[src/rtl/multicycle_ctrl_fsm_pkg.sv]
// Shared constants for the multi-cycle MIPS-subset control unit:
// opcodes, state encoding, ALU op classes, datapath mux selects and the
// packed control-word type passed from the output decoder to the top.
package multicycle_ctrl_fsm_pkg;

    // Opcodes understood by the control unit
    localparam logic [5:0] OP_RTYPE = 6'b111111;
    localparam logic [5:0] OP_ADDI  = 6'b110111;
    localparam logic [5:0] OP_LW    = 6'b100001;
    localparam logic [5:0] OP_SW    = 6'b100011;
    localparam logic [5:0] OP_BEQ   = 6'b111011;
    localparam logic [5:0] OP_BNE   = 6'b100101;
    localparam logic [5:0] OP_J     = 6'b100010;
    localparam logic [5:0] OP_JAL   = 6'b100111;

    // State encoding (4 bits; codes 11..15 are unused)
    localparam logic [3:0] ST_FETCH    = 4'd0;
    localparam logic [3:0] ST_DECODE   = 4'd1;
    localparam logic [3:0] ST_MEM_ADDR = 4'd2;
    localparam logic [3:0] ST_MEM_RD   = 4'd3;
    localparam logic [3:0] ST_MEM_WB   = 4'd4;
    localparam logic [3:0] ST_MEM_WR   = 4'd5;
    localparam logic [3:0] ST_EXEC     = 4'd6;
    localparam logic [3:0] ST_ALU_WB   = 4'd7;
    localparam logic [3:0] ST_BRANCH   = 4'd8;
    localparam logic [3:0] ST_JUMP     = 4'd9;
    localparam logic [3:0] ST_TRAP     = 4'd10;

    // ALU op classes
    localparam logic [2:0] ALUOP_ADD   = 3'b000;
    localparam logic [2:0] ALUOP_BEQ   = 3'b001;
    localparam logic [2:0] ALUOP_FUNCT = 3'b010;
    localparam logic [2:0] ALUOP_ADDI  = 3'b100;
    localparam logic [2:0] ALUOP_BNE   = 3'b110;

    // PC source select
    localparam logic [1:0] PC_SRC_ALU    = 2'b00;
    localparam logic [1:0] PC_SRC_ALUOUT = 2'b01;
    localparam logic [1:0] PC_SRC_JUMP   = 2'b10;

    // ALU operand selects
    localparam logic       SRC_A_PC      = 1'b0;
    localparam logic       SRC_A_RS      = 1'b1;
    localparam logic [1:0] SRC_B_RT      = 2'b00;
    localparam logic [1:0] SRC_B_FOUR    = 2'b01;
    localparam logic [1:0] SRC_B_IMM     = 2'b10;
    localparam logic [1:0] SRC_B_IMM_SH2 = 2'b11;

    // Register-file destination and write-data selects
    localparam logic [1:0] REG_DST_RT   = 2'b00;
    localparam logic [1:0] REG_DST_RD   = 2'b01;
    localparam logic [1:0] REG_DST_R31  = 2'b10;
    localparam logic [1:0] M2R_ALUOUT   = 2'b00;
    localparam logic [1:0] M2R_MDR      = 2'b01;
    localparam logic [1:0] M2R_PC       = 2'b10;

    // Coarse instruction class used by the DECODE next-state choice
    typedef enum logic [2:0] {
        OPC_MEM,
        OPC_ALU,
        OPC_BRANCH,
        OPC_JUMP,
        OPC_ILLEGAL
    } op_class_e;

    // Full control word produced each cycle by the output decoder
    typedef struct packed {
        logic       mem_read;
        logic       mem_write;
        logic       iord;
        logic       ir_write;
        logic       pc_write;
        logic       pc_write_cond;
        logic       branch_type;
        logic [1:0] pc_src;
        logic       alu_src_a;
        logic [1:0] alu_src_b;
        logic [2:0] alu_op;
        logic       reg_write;
        logic [1:0] reg_dst;
        logic [1:0] mem_to_reg;
        logic       instr_done;
        logic       illegal;
    } ctrl_t;

    // Map an opcode onto the instruction class that picks the post-DECODE state
    function automatic op_class_e classify_op(input logic [5:0] op);
        op_class_e cls;
        case (op)
            OP_LW, OP_SW:      cls = OPC_MEM;
            OP_RTYPE, OP_ADDI: cls = OPC_ALU;
            OP_BEQ, OP_BNE:    cls = OPC_BRANCH;
            OP_J, OP_JAL:      cls = OPC_JUMP;
            default:           cls = OPC_ILLEGAL;
        endcase
        return cls;
    endfunction

endpackage

[src/rtl/multicycle_ctrl_fsm_outdec.sv]
// Combinational control-word decoder: {state, opcode, memory ack} -> all
// datapath enables and mux selects. Anything not driven in a state stays 0.
module multicycle_ctrl_fsm_outdec
    import multicycle_ctrl_fsm_pkg::*;
(
    input  logic [3:0] state,
    input  logic [5:0] opcode,
    input  logic       mem_ack,
    output ctrl_t      ctrl
);

    // Per-state control word; the ack only matters in FETCH and MEM_WR
    always_comb begin
        ctrl = '0;
        case (state)
            ST_FETCH: begin
                ctrl.mem_read  = 1'b1;
                ctrl.iord      = 1'b0;
                ctrl.alu_src_a = SRC_A_PC;
                ctrl.alu_src_b = SRC_B_FOUR;
                ctrl.alu_op    = ALUOP_ADD;
                ctrl.pc_src    = PC_SRC_ALU;
                if (mem_ack) begin
                    ctrl.ir_write = 1'b1;
                    ctrl.pc_write = 1'b1;
                end
            end
            ST_DECODE: begin
                // Speculatively compute the branch target into ALUOut
                ctrl.alu_src_a = SRC_A_PC;
                ctrl.alu_src_b = SRC_B_IMM_SH2;
                ctrl.alu_op    = ALUOP_ADD;
            end
            ST_MEM_ADDR: begin
                ctrl.alu_src_a = SRC_A_RS;
                ctrl.alu_src_b = SRC_B_IMM;
                ctrl.alu_op    = ALUOP_ADD;
            end
            ST_MEM_RD: begin
                ctrl.mem_read = 1'b1;
                ctrl.iord     = 1'b1;
            end
            ST_MEM_WB: begin
                ctrl.reg_write  = 1'b1;
                ctrl.reg_dst    = REG_DST_RT;
                ctrl.mem_to_reg = M2R_MDR;
                ctrl.instr_done = 1'b1;
            end
            ST_MEM_WR: begin
                ctrl.mem_write  = 1'b1;
                ctrl.iord       = 1'b1;
                ctrl.instr_done = mem_ack;
            end
            ST_EXEC: begin
                ctrl.alu_src_a = SRC_A_RS;
                if (opcode == OP_ADDI) begin
                    ctrl.alu_src_b = SRC_B_IMM;
                    ctrl.alu_op    = ALUOP_ADDI;
                end else begin
                    ctrl.alu_src_b = SRC_B_RT;
                    ctrl.alu_op    = ALUOP_FUNCT;
                end
            end
            ST_ALU_WB: begin
                ctrl.reg_write  = 1'b1;
                ctrl.mem_to_reg = M2R_ALUOUT;
                ctrl.reg_dst    = (opcode == OP_RTYPE) ? REG_DST_RD : REG_DST_RT;
                ctrl.instr_done = 1'b1;
            end
            ST_BRANCH: begin
                ctrl.alu_src_a     = SRC_A_RS;
                ctrl.alu_src_b     = SRC_B_RT;
                ctrl.pc_write_cond = 1'b1;
                ctrl.pc_src        = PC_SRC_ALUOUT;
                ctrl.instr_done    = 1'b1;
                if (opcode == OP_BNE) begin
                    ctrl.alu_op      = ALUOP_BNE;
                    ctrl.branch_type = 1'b1;
                end else begin
                    ctrl.alu_op      = ALUOP_BEQ;
                    ctrl.branch_type = 1'b0;
                end
            end
            ST_JUMP: begin
                ctrl.pc_write   = 1'b1;
                ctrl.pc_src     = PC_SRC_JUMP;
                ctrl.instr_done = 1'b1;
                // PC already holds PC+4 from FETCH, so it is the link value
                if (opcode == OP_JAL) begin
                    ctrl.reg_write  = 1'b1;
                    ctrl.reg_dst    = REG_DST_R31;
                    ctrl.mem_to_reg = M2R_PC;
                end
            end
            ST_TRAP: begin
                ctrl.illegal = 1'b1;
            end
            default: begin
                ctrl = '0;
            end
        endcase
    end

endmodule

[src/rtl/multicycle_ctrl_fsm.sv]
// Multi-cycle main control unit for the MIPS-subset CPU. Holds the state
// register, next-state logic and retired-instruction counter; the control
// word itself comes from multicycle_ctrl_fsm_outdec.
module multicycle_ctrl_fsm
    import multicycle_ctrl_fsm_pkg::*;
#(
    parameter int OP_W    = 6,
    parameter int ALUOP_W = 3,
    parameter int CNT_W   = 32
) (
    input  logic               clk_i,
    input  logic               rst_i,
    input  logic [OP_W-1:0]    instr_op_i,
    input  logic               mem_ack_i,
    output logic               mem_read_o,
    output logic               mem_write_o,
    output logic               iord_o,
    output logic               ir_write_o,
    output logic               pc_write_o,
    output logic               pc_write_cond_o,
    output logic               branch_type_o,
    output logic [1:0]         pc_src_o,
    output logic               alu_src_a_o,
    output logic [1:0]         alu_src_b_o,
    output logic [ALUOP_W-1:0] alu_op_o,
    output logic               reg_write_o,
    output logic [1:0]         reg_dst_o,
    output logic [1:0]         mem_to_reg_o,
    output logic               instr_done_o,
    output logic               illegal_o,
    output logic [CNT_W-1:0]   retired_cnt_o
);

    logic [3:0]       state_reg;
    logic [3:0]       state_next;
    logic [CNT_W-1:0] retired_cnt_reg;
    logic [5:0]       opcode;
    logic             ack_eff;
    ctrl_t            ctrl;

    assign opcode = 6'(instr_op_i);

    // An ack arriving together with reset must not complete anything
    assign ack_eff = mem_ack_i & ~rst_i;

    multicycle_ctrl_fsm_outdec u_outdec (
        .state   (state_reg),
        .opcode  (opcode),
        .mem_ack (ack_eff),
        .ctrl    (ctrl)
    );

    // Next-state selection; memory states hold until the ack
    always_comb begin
        state_next = state_reg;
        case (state_reg)
            ST_FETCH: begin
                if (mem_ack_i) state_next = ST_DECODE;
            end
            ST_DECODE: begin
                case (classify_op(opcode))
                    OPC_MEM:    state_next = ST_MEM_ADDR;
                    OPC_ALU:    state_next = ST_EXEC;
                    OPC_BRANCH: state_next = ST_BRANCH;
                    OPC_JUMP:   state_next = ST_JUMP;
                    default:    state_next = ST_TRAP;
                endcase
            end
            ST_MEM_ADDR: begin
                if (opcode == OP_LW)      state_next = ST_MEM_RD;
                else if (opcode == OP_SW) state_next = ST_MEM_WR;
                else                      state_next = ST_TRAP;
            end
            ST_MEM_RD: begin
                if (mem_ack_i) state_next = ST_MEM_WB;
            end
            ST_MEM_WR: begin
                if (mem_ack_i) state_next = ST_FETCH;
            end
            ST_EXEC:   state_next = ST_ALU_WB;
            ST_MEM_WB,
            ST_ALU_WB,
            ST_BRANCH,
            ST_JUMP:   state_next = ST_FETCH;
            ST_TRAP:   state_next = ST_TRAP;
            default:   state_next = ST_FETCH;
        endcase
    end

    // State register; reset always returns to FETCH
    always_ff @(posedge clk_i) begin
        if (rst_i) begin
            state_reg <= ST_FETCH;
        end else begin
            state_reg <= state_next;
        end
    end

    // Retire counter: one step per done cycle, wrapping naturally
    always_ff @(posedge clk_i) begin
        if (rst_i) begin
            retired_cnt_reg <= '0;
        end else if (ctrl.instr_done) begin
            retired_cnt_reg <= retired_cnt_reg + 1'b1;
        end
    end

    assign mem_read_o      = ctrl.mem_read;
    assign mem_write_o     = ctrl.mem_write;
    assign iord_o          = ctrl.iord;
    assign ir_write_o      = ctrl.ir_write;
    assign pc_write_o      = ctrl.pc_write;
    assign pc_write_cond_o = ctrl.pc_write_cond;
    assign branch_type_o   = ctrl.branch_type;
    assign pc_src_o        = ctrl.pc_src;
    assign alu_src_a_o     = ctrl.alu_src_a;
    assign alu_src_b_o     = ctrl.alu_src_b;
    assign alu_op_o        = ALUOP_W'(ctrl.alu_op);
    assign reg_write_o     = ctrl.reg_write;
    assign reg_dst_o       = ctrl.reg_dst;
    assign mem_to_reg_o    = ctrl.mem_to_reg;
    assign instr_done_o    = ctrl.instr_done;
    assign illegal_o       = ctrl.illegal;
    assign retired_cnt_o   = retired_cnt_reg;

endmodule
[config.mk]
export PLATFORM = sky130hd
export DESIGN_NAME = multicycle_ctrl_fsm
export DESIGN_NICKNAME = d
export VERILOG_FILES = /design/src/rtl/multicycle_ctrl_fsm_pkg.sv /design/src/rtl/multicycle_ctrl_fsm_outdec.sv /design/src/rtl/multicycle_ctrl_fsm.sv
export SDC_FILE = /design/constraint.sdc
export NUM_CORES = 1
export LEC_CHECK = 0
export ABC_AREA = 1
export CAP_MARGIN = 20
export CORE_ASPECT_RATIO = 1.1
export CORE_MARGIN = 2
export CORE_UTILIZATION = 35
export DETAILED_ROUTE_END_ITERATION = 12
export HOLD_SLACK_MARGIN = 0.08
export MAX_ROUTING_LAYER = met4
export PLACE_DENSITY = 0.64
export SYNTH_ARGS = -nofsm -noshare
export SYNTH_HDL_FRONTEND = slang
export SYNTH_SLANG_ARGS = --single-unit
[constraint.sdc]
create_clock -name clk_i -period 2.98 [get_ports clk_i]
set_input_delay 0.596 -clock clk_i [delete_from_list [all_inputs] [get_ports clk_i]]
set_output_delay 0.596 -clock clk_i [all_outputs]
set_load 0.005 [all_outputs]
==> metrics.txt <==
Max stage delay on crit path 0.52 ns; final hold vios 0; top-count cell post-synth nand2_1; Setup Buffers After CTS 0; area share of and/or/nand/nor cells after synthesis 48.5%; Final period util 95.6%; CTS clk-pin slew, worst paths 0.09 ns; Combinational Power Share 39.9%; number of global-route vias before repair 2347; Die Wd 83.8 um; dpl ws 0.0927 ns; die height 91.7 um; WL final 6370 um; initial antenna violation count 0; Post-Syn Area per Cell 5.82 um^2; Max H-tree Level 2; max FFs per register 32; DR vias 2658; Setup Skew 0.0103 ns; post-synthesis async set-or-reset flop share 0%; cell family with most CP delay buffers and inverters; Netlist cell types 25; relative slew slack 62.4%; top post-synthesis cells by area dfxtp_1 (29%), nand2_1 (18%), nor2_1 (13%); Leakage 1.27 nW; sequential-to-total area share from yosys stat 29.4%; synthesized area 0.00245 mm^2; post-synthesis adder-cell area fraction 0.511%; Synth Area in XOR/XNOR 1.07%; total CTS buffers 5; WP data required 2.38 ns; Flop pwr share 33.3%; synth cell count leaders nand2_1 (116), nor2_1 (82), inv_1 (64); outcome finished, final reports clean; final setup fails 0; setup_tns 0 ns; Core Region 0.00667 mm^2; Synth Area in Compound Gates 6.95%; aggregate global-route resource usage 16.4%; CTS tree built; P_sw 605 uW; largest net degree at the start of global routing 61; Routed WL per cell 11.3 um; layout cells sized above 1 6.65%; drt first pass iters 4; Final Wtd Congestion 0.883; clk buf depth 2; CTS Sinks 36; Period minus WS final 2.85 ns; Crit Path Class input port to output port; VDD IR max 0.248 mV; main combinational cell family by area after synthesis simple AND/OR/NAND/NOR gates; Starting Density 36.7%; share of Yosys cell area claimed by the top area cell type 29.4%; row count 31; drt first-iter violations 98; ys flop type dfxtp_1; power per cell area 509 mW/mm^2; RSZ-0062 raised after global routing false; Crit Path Max Fanout 4; IO buf count 62; Clock power frac 26.7%; proportion of synthesized area in mux cells 0%; CP max stage cell clkdlybuf4s50_1; max frequency 0.351 GHz; Worst-Skew Late Latency 0.29 ns; startpoint type of the worst setup path input port; Final WS setup 0.133 ns; first-pass GRT wire length 10400 um; max-slew violations 0; vias per cell 4.72; worst min path class flip-flop to flip-flop; Worst EP arrival 2.25 ns; biggest area consumer among synthesized cells dfxtp_1; # DRC 0; Layout area overhead 32.0%; P_int 1.04 mW; R2R setup slack 1.17 ns; WP buf/inv 4; Least-Margin Pin Slew 0.565 ns; Post-synth EDFFs 0; switching share of total power 36.8%; critical path capture point type output port; diode count 0; Yosys warnings 0; die area 0.00769 mm^2; detailed placement HPWL 4790 um; critical path, cell by cell clkdlybuf4s50_1, inv_1, nor2_1, nand3_1, nor2_2, inv_1, o21ai_0, clkdlybuf4s50_1; I/O Pins 63; ANT nets after route 0; GRT overflow 0; Final nets 490; Seq cells post-synth 36; max_cap viols 0; Syn Nets 431; Mapped Cells 421; Root Driver clkbuf_8; FILL cells 734
==> kinds of logic (layout without fill, tap and decap cells) <==
family	after synthesis	in the layout
buf+inv	79	139
flops	36	36
compound gates	33	33
simple gates	269	269
fa+ha+maj	1	1
xor+xnor	3	3
==> metrics by stage <==
| step | power (mW) | hold WS (ns) | utilization [%] | cell area [um^2] | instances |
|---|---|---|---|---|---|
| 2_1_floorplan | 0.966 | 0.474 | - | 2450 | 421 |
| 3_3_place_gp | 1.22 | 0.482 | 46.6 | 3110 | 555 |
| 3_5_place_dp | 1.22 | 0.491 | 46.6 | 3110 | 555 |
| 4_1_cts | 1.67 | 0.510 | 48.3 | 3220 | 563 |
| 5_1_grt | 1.76 | 0.554 | 48.5 | 3230 | 563 |
| 6_report | 1.65 | 0.503 | 48.5 | 3230 | 563 |
==> per-layer routing <==
metal / wire [um] / global-route usage, % / vias up
li1: - / - / 1423
met2: 2910 / 26.7 / 72
met4: 37 / 3.63 / 0
met5: 0 / - / -
met1: 3130 / 21.3 / 1159
met3: 291 / 3.24 / 4
==> final timing paths <==
check / cells past startpoint / startpoint / endpoint
min reg2reg: 1 / retired_cnt_o[0]$_SDFFE_PP0P_ / retired_cnt_o[0]$_SDFFE_PP0P_
max reg2reg: 10 / state_reg[3]$_SDFFE_PP0P_ / retired_cnt_o[25]$_SDFFE_PP0P_
max: 8 / instr_op_i[2] / alu_op_o[1]
min: 1 / retired_cnt_o[0]$_SDFFE_PP0P_ / retired_cnt_o[0]$_SDFFE_PP0P_
==> power groups by stage <==
stage / combinational, mW / clock (mW) / sequential (mW)
detailed placement: 0.660 / 0 / 0.560
CTS: 0.662 / 0.455 / 0.549
floorplan: 0.412 / 0 / 0.554
finish: 0.657 / 0.440 / 0.549
global placement: 0.658 / 0 / 0.560
global route: 0.732 / 0.472 / 0.555
==> worst register-to-register path, delay by kind of cell, from the launching register on <==
kind | cells | cell delay [ns]
DFF | 1 | 0.33
and+or+nand+nor | 8 | 0.86
buffers and inverters | 2 | 0.58
==> cells in the final DEF, fill, tap and decap left out <==
cell and count:
nor2_4 6, inv_1 64, clkdlybuf4s50_1 61, nand3_4 1, nand4_1 16, nor3_2 1
ha_1 1, nand3b_1 1, clkinv_2 1, dfxtp_1 36, nand2_1 116, o21ai_2 1
buf_4 3, clkbuf_8 5, a31oi_1 1, nand3_1 36, inv_2 2, nor2_2 6
bufinv_16 1, dlymetal6s2s_1 1, nor2_1 79, a21oi_1 21, o21ai_0 10, nand2_2 3
clkinvlp_4 1, nor3_1 3, xnor2_1 3, nand3_2 1
==> what timing repair did <==
action                                  CTS  global route
gates resized for setup                   0             4
hold buffers                              0             0
endpoints found under the setup margin    0             4
==> area by class of cell <==
type	count	area, um^2	share of cell area, %
Timing Repair Buffer	65	646	20.0
Clock buffer	5	68.8	2.13
Multi-Input combinational cell	306	1410	43.5
Sequential cell	36	721	22.3
Clock inverter	3	42.5	1.32
Inverter	66	248	7.66
Tap cell	82	103	3.17
(Power assumes the default switching activity.)
